`config.mk`:
```
export PLATFORM = sky130hd
export DESIGN_NAME = mat_neg_transpose_stream
export DESIGN_NICKNAME = d
export VERILOG_FILES = /design/src/rtl/mat_neg_transpose_stream.sv
export SDC_FILE = /design/constraint.sdc
export NUM_CORES = 1
export LEC_CHECK = 0
export BUFFER_PORTS_ARGS = -buffer_cell sky130_fd_sc_hd__clkbuf_2
export CORE_MARGIN = 2
export CORE_UTILIZATION = 55
export CTS_BUF_LIST = sky130_fd_sc_hd__clkbuf_8
export CTS_CLUSTER_SIZE = 40
export DETAILED_ROUTE_END_ITERATION = 10
export GPL_TIMING_DRIVEN = 0
export PLACE_DENSITY = 0.82
export SETUP_SLACK_MARGIN = 0.02
export SYNTH_ARGS = -nofsm -noshare
export SYNTH_HDL_FRONTEND = slang
export SYNTH_SLANG_ARGS = --single-unit
export TNS_END_PERCENT = 20
```
`constraint.sdc`:
```
create_clock -name clk -period 2.48 [get_ports clk]
set_input_delay 0.124 -clock clk [delete_from_list [all_inputs] [get_ports clk]]
set_output_delay 0.124 -clock clk [all_outputs]
set_load 0.03 [all_outputs]
```
`src/rtl/mat_neg_transpose_stream.sv`:
```
// Negate-and-transpose sequencer: loads an MxN float32 matrix row-major and
// streams the NxM result (sign-flipped, transposed) row-major.
module mat_neg_transpose_stream #(
    parameter int unsigned M = 1,
    parameter int unsigned N = 1
) (
    input  logic        clk,
    input  logic        rst_n,
    input  logic        in_valid,
    output logic        in_ready,
    input  logic [31:0] in_data,
    input  logic        in_last,
    output logic        out_valid,
    input  logic        out_ready,
    output logic [31:0] out_data,
    output logic        out_last,
    output logic        frame_err
);

    localparam int unsigned DW    = 32;
    localparam int unsigned DEPTH = M * N;
    localparam int unsigned RW    = (M > 1) ? $clog2(M) : 1;
    localparam int unsigned CW    = (N > 1) ? $clog2(N) : 1;
    localparam int unsigned AW    = (DEPTH > 1) ? $clog2(DEPTH) : 1;

    typedef enum logic {
        S_LOAD  = 1'b0,
        S_DRAIN = 1'b1
    } state_e;

    state_e           state_q, state_d;
    logic [RW-1:0]    ri_q, ri_d;
    logic [CW-1:0]    ci_q, ci_d;
    logic             in_ready_q, in_ready_d;
    logic             out_valid_q, out_valid_d;
    logic             out_last_q, out_last_d;
    logic             frame_err_q, frame_err_d;
    logic [DW-1:0]    out_data_q, out_data_d;
    logic [DW-1:0]    mem_q [DEPTH];

    logic             in_fire;
    logic             out_fire;
    logic             ri_last;
    logic             ci_last;
    logic             wr_en;
    logic [AW-1:0]    wr_addr;
    logic [AW-1:0]    rd_addr;
    logic [DW-1:0]    rd_word;

    function automatic logic [AW-1:0] addr_of(input logic [RW-1:0] r, input logic [CW-1:0] c);
        return AW'(r) * AW'(N) + AW'(c);
    endfunction

    assign in_fire  = in_valid & in_ready_q & (state_q == S_LOAD);
    assign out_fire = out_valid_q & out_ready & (state_q == S_DRAIN);
    assign ri_last  = (ri_q == RW'(M - 1));
    assign ci_last  = (ci_q == CW'(N - 1));
    assign wr_en    = in_fire;
    assign wr_addr  = addr_of(ri_q, ci_q);
    assign rd_addr  = addr_of(ri_d, ci_d);
    // Bypass covers the 1x1 case where the element being written is the first one read.
    assign rd_word  = (wr_en && (wr_addr == rd_addr)) ? in_data : mem_q[rd_addr];

    // Next-state, counters and registered-output prefetch
    always_comb begin
        state_d     = state_q;
        ri_d        = ri_q;
        ci_d        = ci_q;
        frame_err_d = 1'b0;
        case (state_q)
            S_LOAD: begin
                if (in_fire) begin
                    if (ri_last && ci_last) begin
                        ri_d = '0;
                        ci_d = '0;
                        if (in_last) begin
                            state_d = S_DRAIN;
                        end else begin
                            frame_err_d = 1'b1;
                        end
                    end else if (in_last) begin
                        ri_d        = '0;
                        ci_d        = '0;
                        frame_err_d = 1'b1;
                    end else if (ci_last) begin
                        ci_d = '0;
                        ri_d = ri_q + RW'(1);
                    end else begin
                        ci_d = ci_q + CW'(1);
                    end
                end
            end
            S_DRAIN: begin
                if (out_fire) begin
                    if (ri_last) begin
                        ri_d = '0;
                        if (ci_last) begin
                            ci_d    = '0;
                            state_d = S_LOAD;
                        end else begin
                            ci_d = ci_q + CW'(1);
                        end
                    end else begin
                        ri_d = ri_q + RW'(1);
                    end
                end
            end
            default: state_d = S_LOAD;
        endcase

        in_ready_d  = (state_d == S_LOAD);
        out_valid_d = (state_d == S_DRAIN);
        out_last_d  = (state_d == S_DRAIN) && (ri_d == RW'(M - 1)) && (ci_d == CW'(N - 1));
        out_data_d  = out_data_q;
        if (state_d == S_DRAIN) begin
            out_data_d = {~rd_word[DW-1], rd_word[DW-2:0]};
        end
    end

    always_ff @(posedge clk) begin
        if (!rst_n) begin
            state_q     <= S_LOAD;
            ri_q        <= '0;
            ci_q        <= '0;
            in_ready_q  <= 1'b0;
            out_valid_q <= 1'b0;
            out_last_q  <= 1'b0;
            frame_err_q <= 1'b0;
            out_data_q  <= '0;
        end else begin
            state_q     <= state_d;
            ri_q        <= ri_d;
            ci_q        <= ci_d;
            in_ready_q  <= in_ready_d;
            out_valid_q <= out_valid_d;
            out_last_q  <= out_last_d;
            frame_err_q <= frame_err_d;
            out_data_q  <= out_data_d;
        end
    end

    // Frame buffer, intentionally not reset
    always_ff @(posedge clk) begin
        if (wr_en) begin
            mem_q[wr_addr] <= in_data;
        end
    end

    assign in_ready  = in_ready_q;
    assign out_valid = out_valid_q;
    assign out_data  = out_data_q;
    assign out_last  = out_last_q;
    assign frame_err = frame_err_q;

endmodule

```
==> results of run 1 <==
[state kept, by name, indices dropped and copies added, names as in the netlist]
| register | flops |
|---|---|
| mem_q | 32 |
| in_ready | 1 |
| out_valid | 1 |
| ci_q | 1 |
| frame_err | 1 |
| out_data | 32 |
| ri_q | 1 |
| out_last | 1 |
[worst reg2reg max path: cells and delay by family (launching register included)]
kind	cells	cell delay (ns)
AO/OA/AOI/OAI	1	0.34
AND/OR/NAND/NOR	2	0.52
buffers and inverters	2	0.93
flip-flops	1	0.39
[cell type report]
class                           count  area share, %
Buffer                             27          3.394
Sequential cell                    70          43.64
Timing Repair Buffer              104          17.25
Multi-Input combinational cell    150          28.32
Clock inverter                      4         0.4123
Inverter                            6         0.5709
Clock buffer                       12          4.186
Tap cell                           70          2.220
[power groups by stage]
stage / clock [W] / sequential [W] / combinational [W]
2_1_floorplan: 0 / 0.00141 / 0.000212
3_3_place_gp: 0 / 0.00133 / 0.000413
3_5_place_dp: 0 / 0.00134 / 0.000424
4_1_cts: 0.000837 / 0.00131 / 0.000465
5_1_grt: 0.000897 / 0.00132 / 0.000506
6_report: 0.000844 / 0.00131 / 0.000470
[final timing paths]
path                                           startpoint                         to  slack [ns]  cells past startpoint
worst max-delay path                 out_valid$_SDFF_PN0_   out_data[3]$_SDFFE_PN0N_        0.21                      5
worst min-delay path                                rst_n            ri_q$_SDFF_PN0_        0.05                      2
worst max register to register       out_valid$_SDFF_PN0_   out_data[3]$_SDFFE_PN0N_        0.21                      5
worst min register to register  out_data[31]$_SDFFE_PN0N_  out_data[31]$_SDFFE_PN0N_        0.48                      2
[per-layer routing]
metal	part of all wire [%]	global-route usage [%]	vias to the layer above	wire length (um)
li1	-	-	1214	-
met1	38	30.56	1237	2881
met2	53	47.67	104	3965
met3	6.6	3.953	16	496
met4	2.5	12.32	0	192
met5	0	0	-	0
[cells by family (layout without fill, tap and decap cells)]
| family | count (synthesis) | in the layout | synth area share [%] |
|---|---|---|---|
| AND/OR/NAND/NOR | 73 | 73 | 12.53 |
| multiplexers | 1 | 1 | 0.3759 |
| adder cells (fa/ha/maj) | 3 | 3 | 1.253 |
| buffers and inverters | 33 | 153 | 5.221 |
| AO/OA/AOI/OAI | 73 | 73 | 23.14 |
| flip-flops | 70 | 70 | 57.48 |
[cell usage in the layout (no fill, tap or decap), drive strengths merged]
cell type / Yosys / final
o32ai: 1 / 1
clkinv: 0 / 1
o21bai: 1 / 1
edfxtp: 32 / 32
a2111oi: 1 / 1
dlygate4sd3: 0 / 32
or2: 1 / 1
inv: 6 / 9
a21bo: 1 / 1
o21ai: 33 / 33
nand3b: 1 / 1
nand3: 32 / 32
nor3: 33 / 33
buf: 6 / 6
a311oi: 31 / 31
dfxtp: 38 / 38
o211a: 1 / 1
and2: 1 / 1
and4b: 1 / 1
mux2: 1 / 1
a21boi: 2 / 2
nand2: 1 / 1
and3: 2 / 2
nor2: 1 / 1
clkbuf: 21 / 105
a21oi: 1 / 1
o21ba: 1 / 1
ha: 3 / 3
[through the flow]
stage / power (W) / instances / area (um2) / hold slack, ns
global route: 0.002721 / 443 / 3945 / 0.08852
floorplan: 0.001625 / 253 / 2995 / 0.2229
global placement: 0.001746 / 395 / 3443 / 0.3167
CTS: 0.002612 / 443 / 3945 / 0.05350
finish: 0.002626 / 443 / 3945 / 0.05415
detailed placement: 0.001759 / 395 / 3443 / 0.3172
[cells in the mapped netlist, drive strengths merged]
cell,count
nor2,1
o21ai,33
edfxtp,32
o32ai,1
or2,1
nor3,33
mux2,1
a2111oi,1
nand3,32
o21ba,1
and3,2
inv,6
nand2,1
a311oi,31
o21bai,1
and2,1
ha,3
clkbuf,21
nand3b,1
a21oi,1
dfxtp,38
a21bo,1
o211a,1
buf,6
and4b,1
a21boi,2
==> out/qor.csv, run 1 <==
metric;value;unit
run_status;finished, final reports clean;
path_clk_slew;0.07;ns
power.density;665.7;nW/um2
cpPeakStageDelay;0.72;ns
drc;0;
cts_tree;yes;
critPathRequiredTime;2.74;ns
avgViaCountPerCell;5.804;
numCtsBuffers;9;
syn_inst;253;
drtIter0Drc;263;
h-tree-depth;3;
rsz0062_at_grt;false;
drive_gt1_share;32.71;%
cts_max_path_buffers;2;
crit_path_start_kind;register;
pin_count;73;
yosysUniqueCellTypes;31;
end_kind;register;
hpwl;4522;um
dieArea;6052;um2
cts_setup_buffers;0;
antenna_cells;0;
die_y;77.80;um
pre_cts_slack;0.2737;ns
syn2layout_area_growth;31.70;%
grt.overflow.total;0;
timing.final.ws_setup;0.2071;ns
gp_congestion;0.7927;
multiInputGateArea;1117;um2
arrival;2.53;ns
fill_cells;364;
cap_violations;0;
path_buf_inv;2;
crit_path_max_fanout;41;
seq_area;1722;um2
vias;2571;
dr.pass1.iters;4;
nets;408;
critical-path-top-delay-family;buffers and inverters;
cts_root_buffer;clkbuf_8;
path_cells;nand3b_1 > inv_2 > buf_2 > nand3_1 > a311oi_2;
grtUsageTotal;26.41;%
final_antenna_net_count;0;
seq_area_frac_synth;57.48;%
yosysTopAreaCell;edfxtp_1;
cts_resized;0;
yosysTopAreaCellShare;32.08;%
clock-sinks;70;
clkPwrFrac;32.1;%
critical_path_class;register to register;
peakVddDrop;0.4078;mV
power_leakage;1.487;nW
ys_ff_latch;70;
synth.avg_cell_area;11.84;um2
holdBufCountCts;32;
grt_pass1_vias;2562;
routed_wl;7535;um
period_minus_slack;2.273;ns
worst_pin_slew;0.8678;ns
max_freq;0.4400;GHz
hold_class;input pin to register;
placement_rows;26;
setup_viol;0;
fin_skew;0.008108;ns
switching_share;28.11;%
die_w;77.80;um
clkLatencyLatePin;0.35;ns
report.final.slew_viol_count;0;
syn-num-nets;293;
finalCritPeriodShare;91.65;%
wl_per_cell;17.01;um
grt_max_degree;42;
final.setup.tns;0;ns
power_frac_seq;50.0;%
core;5172;um2
slowest_stage;buf_2;
synthTopCellsByArea;edfxtp_1 32%, dfxtp_1 25%, a311oi_2 14%;
hold_viol_final;0;
antenna_found_initial;0;
synth_area;2995;um2
net-switching-power;0.0007383;W
combinationalPowerShare;17.9;%
start_util;57.91;%
fin_util;76.27;%
p_int;0.001888;W
maxSlewHeadroom;42.15;%
portBuffers;72;
yosys_warnings;0;
grt_pass1_wl;12210;um
No activity file was read; power rests on OpenSTA's default activity.
==> run 2: changes to the inputs <==
--- a/config.mk
+++ b/config.mk
@@ -12,7 +12,7 @@
 export CTS_CLUSTER_SIZE = 40
 export DETAILED_ROUTE_END_ITERATION = 10
 export GPL_TIMING_DRIVEN = 0
-export PLACE_DENSITY = 0.82
+export PLACE_DENSITY_LB_ADDON = 0.05
 export SETUP_SLACK_MARGIN = 0.02
 export SYNTH_ARGS = -nofsm -noshare
 export SYNTH_HDL_FRONTEND = slang
==> out/qor.csv, run 2 (synthesis results as in run 1) <==
metric;value;unit;change
run_status;finished, final reports clean;;
hold_class;input pin to register;;
reg2reg_depth;7;;+2
stdcell_area;3966;um2;+0.54%
numCtsBuffers;9;;unchanged
cpPeakStageDelay;0.44;ns;-0.28 ns
final.setup.tns;0;ns;unchanged
hold_end;ri_q$_SDFF_PN0_;;
path_cells;inv_1 > ha_1 > o21ba_1 > clkbuf_1 > clkbuf_1 > nand3_1 > a311oi_2;;
max_freq;0.4572;GHz;+3.9%
h-tree-depth;3;;unchanged
antenna_cells;0;;unchanged
drc;0;;unchanged
grt_max_degree;42;;unchanged
hold_start;rst_n;;
portBuffers;72;;unchanged
grt.overflow.total;0;;unchanged
finalCritPeriodShare;88.19;%;-3.5 points
nets;408;;unchanged
antenna_found_initial;0;;unchanged
fin_skew;0.01262;ns;+0.004517 ns
clock-sinks;70;;unchanged
worst_pin_slew;0.7590;ns;-0.1088 ns
cts_max_path_buffers;2;;unchanged
pin_count;73;;unchanged
layout_common_cells;72 x clkbuf_2, 38 x dfxtp_1, 33 x nor3_1;;
start_util;57.91;%;unchanged
arrival;2.43;ns;-0.10 ns
clkLatencyLatePin;0.35;ns;about the same
die_y;77.80;um;unchanged
path_clk_slew;0.07;ns;about the same
syn2layout_area_growth;32.41;%;
avgViaCountPerCell;5.763;;-0.70%
peakVddDrop;0.4096;mV;+0.44%
critPathRequiredTime;2.73;ns;about the same
final_antenna_net_count;0;;unchanged
cts_tree;yes;;
hold_viol_final;0;;unchanged
crit_path_max_fanout;10;;-76%
end_kind;register;;
period_minus_slack;2.187;ns;-0.08583 ns
cap_violations;0;;unchanged
power.density;681.4;nW/um2;+2.4%
die_w;77.80;um;unchanged
r2r_slack;0.29;ns;+0.09 ns
rsz0062_at_grt;false;;
vias;2553;;-0.70%
min_path_cells;2;;unchanged
wl_per_cell;16.49;um;-3.0%
path_common_cell;clkbuf_1;;
place_area;3443;um2;unchanged
power_leakage;1.491;nW;+0.27%
report.final.slew_viol_count;0;;unchanged
placement_rows;26;;unchanged
path_buf_inv;3;;+1
grtUsageTotal;25.15;%;-1.3 points
r2r_end;out_data[20]$_SDFFE_PN0N_;;
routed_wl;7306;um;-3.0%
critical-path-top-delay-family;buffers and inverters;;
hpwl;4449;um;-1.6%
dieArea;6052;um2;unchanged
dr.pass1.iters;4;;unchanged
cts_root_buffer;clkbuf_8;;
core;5172;um2;unchanged
grt_pass1_wl;11810;um;-3.3%
crit_path_start_kind;register;;
slowest_stage;clkbuf_1;;
grt_pass1_vias;2525;;-1.4%
drive_gt1_share;33.24;%;+0.54 points
gp_congestion;0.7724;;-2.6%
fin_util;76.68;%;+0.41 points
drtIter0Drc;137;;-48%
setup_viol;0;;unchanged
mostFrequentLayoutCell;clkbuf_2;;
critical_path_class;register to register;;
maxSlewHeadroom;49.40;%;+7.3 points
worstReg2RegStart;ri_q$_SDFF_PN0_;;
-- run 2: cell count changes in the layout (fill, tap and decap cells not counted), sizes merged --
cell / before / now
buf: 6 / 5
bufinv: 0 / 1
clkinv: 1 / 3
inv: 9 / 7
-- run 2: metal layers --
metal / GRT usage, % / share of wire, % / wire, um / vias up
li1: - / - / - / 1217
met2: 43.71 / 51 / 3729 / 94
met1: 29.76 / 42 / 3091 / 1219
met5: 0 / 0 / 0 / -
met3: 4.767 / 4.3 / 311 / 23
met4: 12.14 / 2.4 / 173 / 0
-- run 2: final cells by class --
cell class | instances | area [um2]
sequential | 70 | 1722
fill | 384 | 1206
multi-input combinational | 150 | 1117
timing repair buffer | 104 | 680.7
clock buffer | 11 | 151.4
buffer | 27 | 136.4
tap | 70 | 87.58
clock inverter | 5 | 48.80
inverter | 6 | 22.52
-- run 2: metrics by stage --
step | hold slack [ns] | instances | worst slack, ns | total power (W)
3_3_place_gp | 0.3160 | 395 | 0.2387 | 0.001750
4_1_cts | 0.07699 | 443 | 0.1872 | 0.002709
5_1_grt | 0.09954 | 443 | 0.1253 | 0.002805
6_report | 0.08455 | 443 | 0.2930 | 0.002703
3_5_place_dp | 0.3200 | 395 | 0.2064 | 0.001761
2_1_floorplan | 0.2229 | 253 | 0.5516 | 0.001625
-- run 2: power by group --
group,internal [W],switching (W)
sequential,0.00128,0.0000301
clock,0.000511,0.000415
combinational,0.000175,0.000292
total,0.00197,0.000737
-- run 2: how the worst max path moves through the flow --
stage / cells after the start / slack [ns] / end / start
5_1_grt: 7 / 0.13 / out_data[15]$_SDFFE_PN0N_ / ri_q$_SDFF_PN0_
3_5_place_dp: 5 / 0.21 / out_data[2]$_SDFFE_PN0N_ / out_valid$_SDFF_PN0_
2_1_floorplan: 5 / 0.55 / out_data[0]$_SDFFE_PN0N_ / out_valid$_SDFF_PN0_
6_report: 7 / 0.29 / out_data[20]$_SDFFE_PN0N_ / ri_q$_SDFF_PN0_
3_3_place_gp: 5 / 0.24 / out_data[4]$_SDFFE_PN0N_ / out_valid$_SDFF_PN0_
4_1_cts: 5 / 0.19 / out_data[4]$_SDFFE_PN0N_ / out_valid$_SDFF_PN0_
-- run 2: what timing repair did --
action	CTS	global route
setup endpoints to repair	0	2
hold buffers	32	0
setup buffers	0	0
gates resized for setup	0	1
hold endpoints to repair	32	0
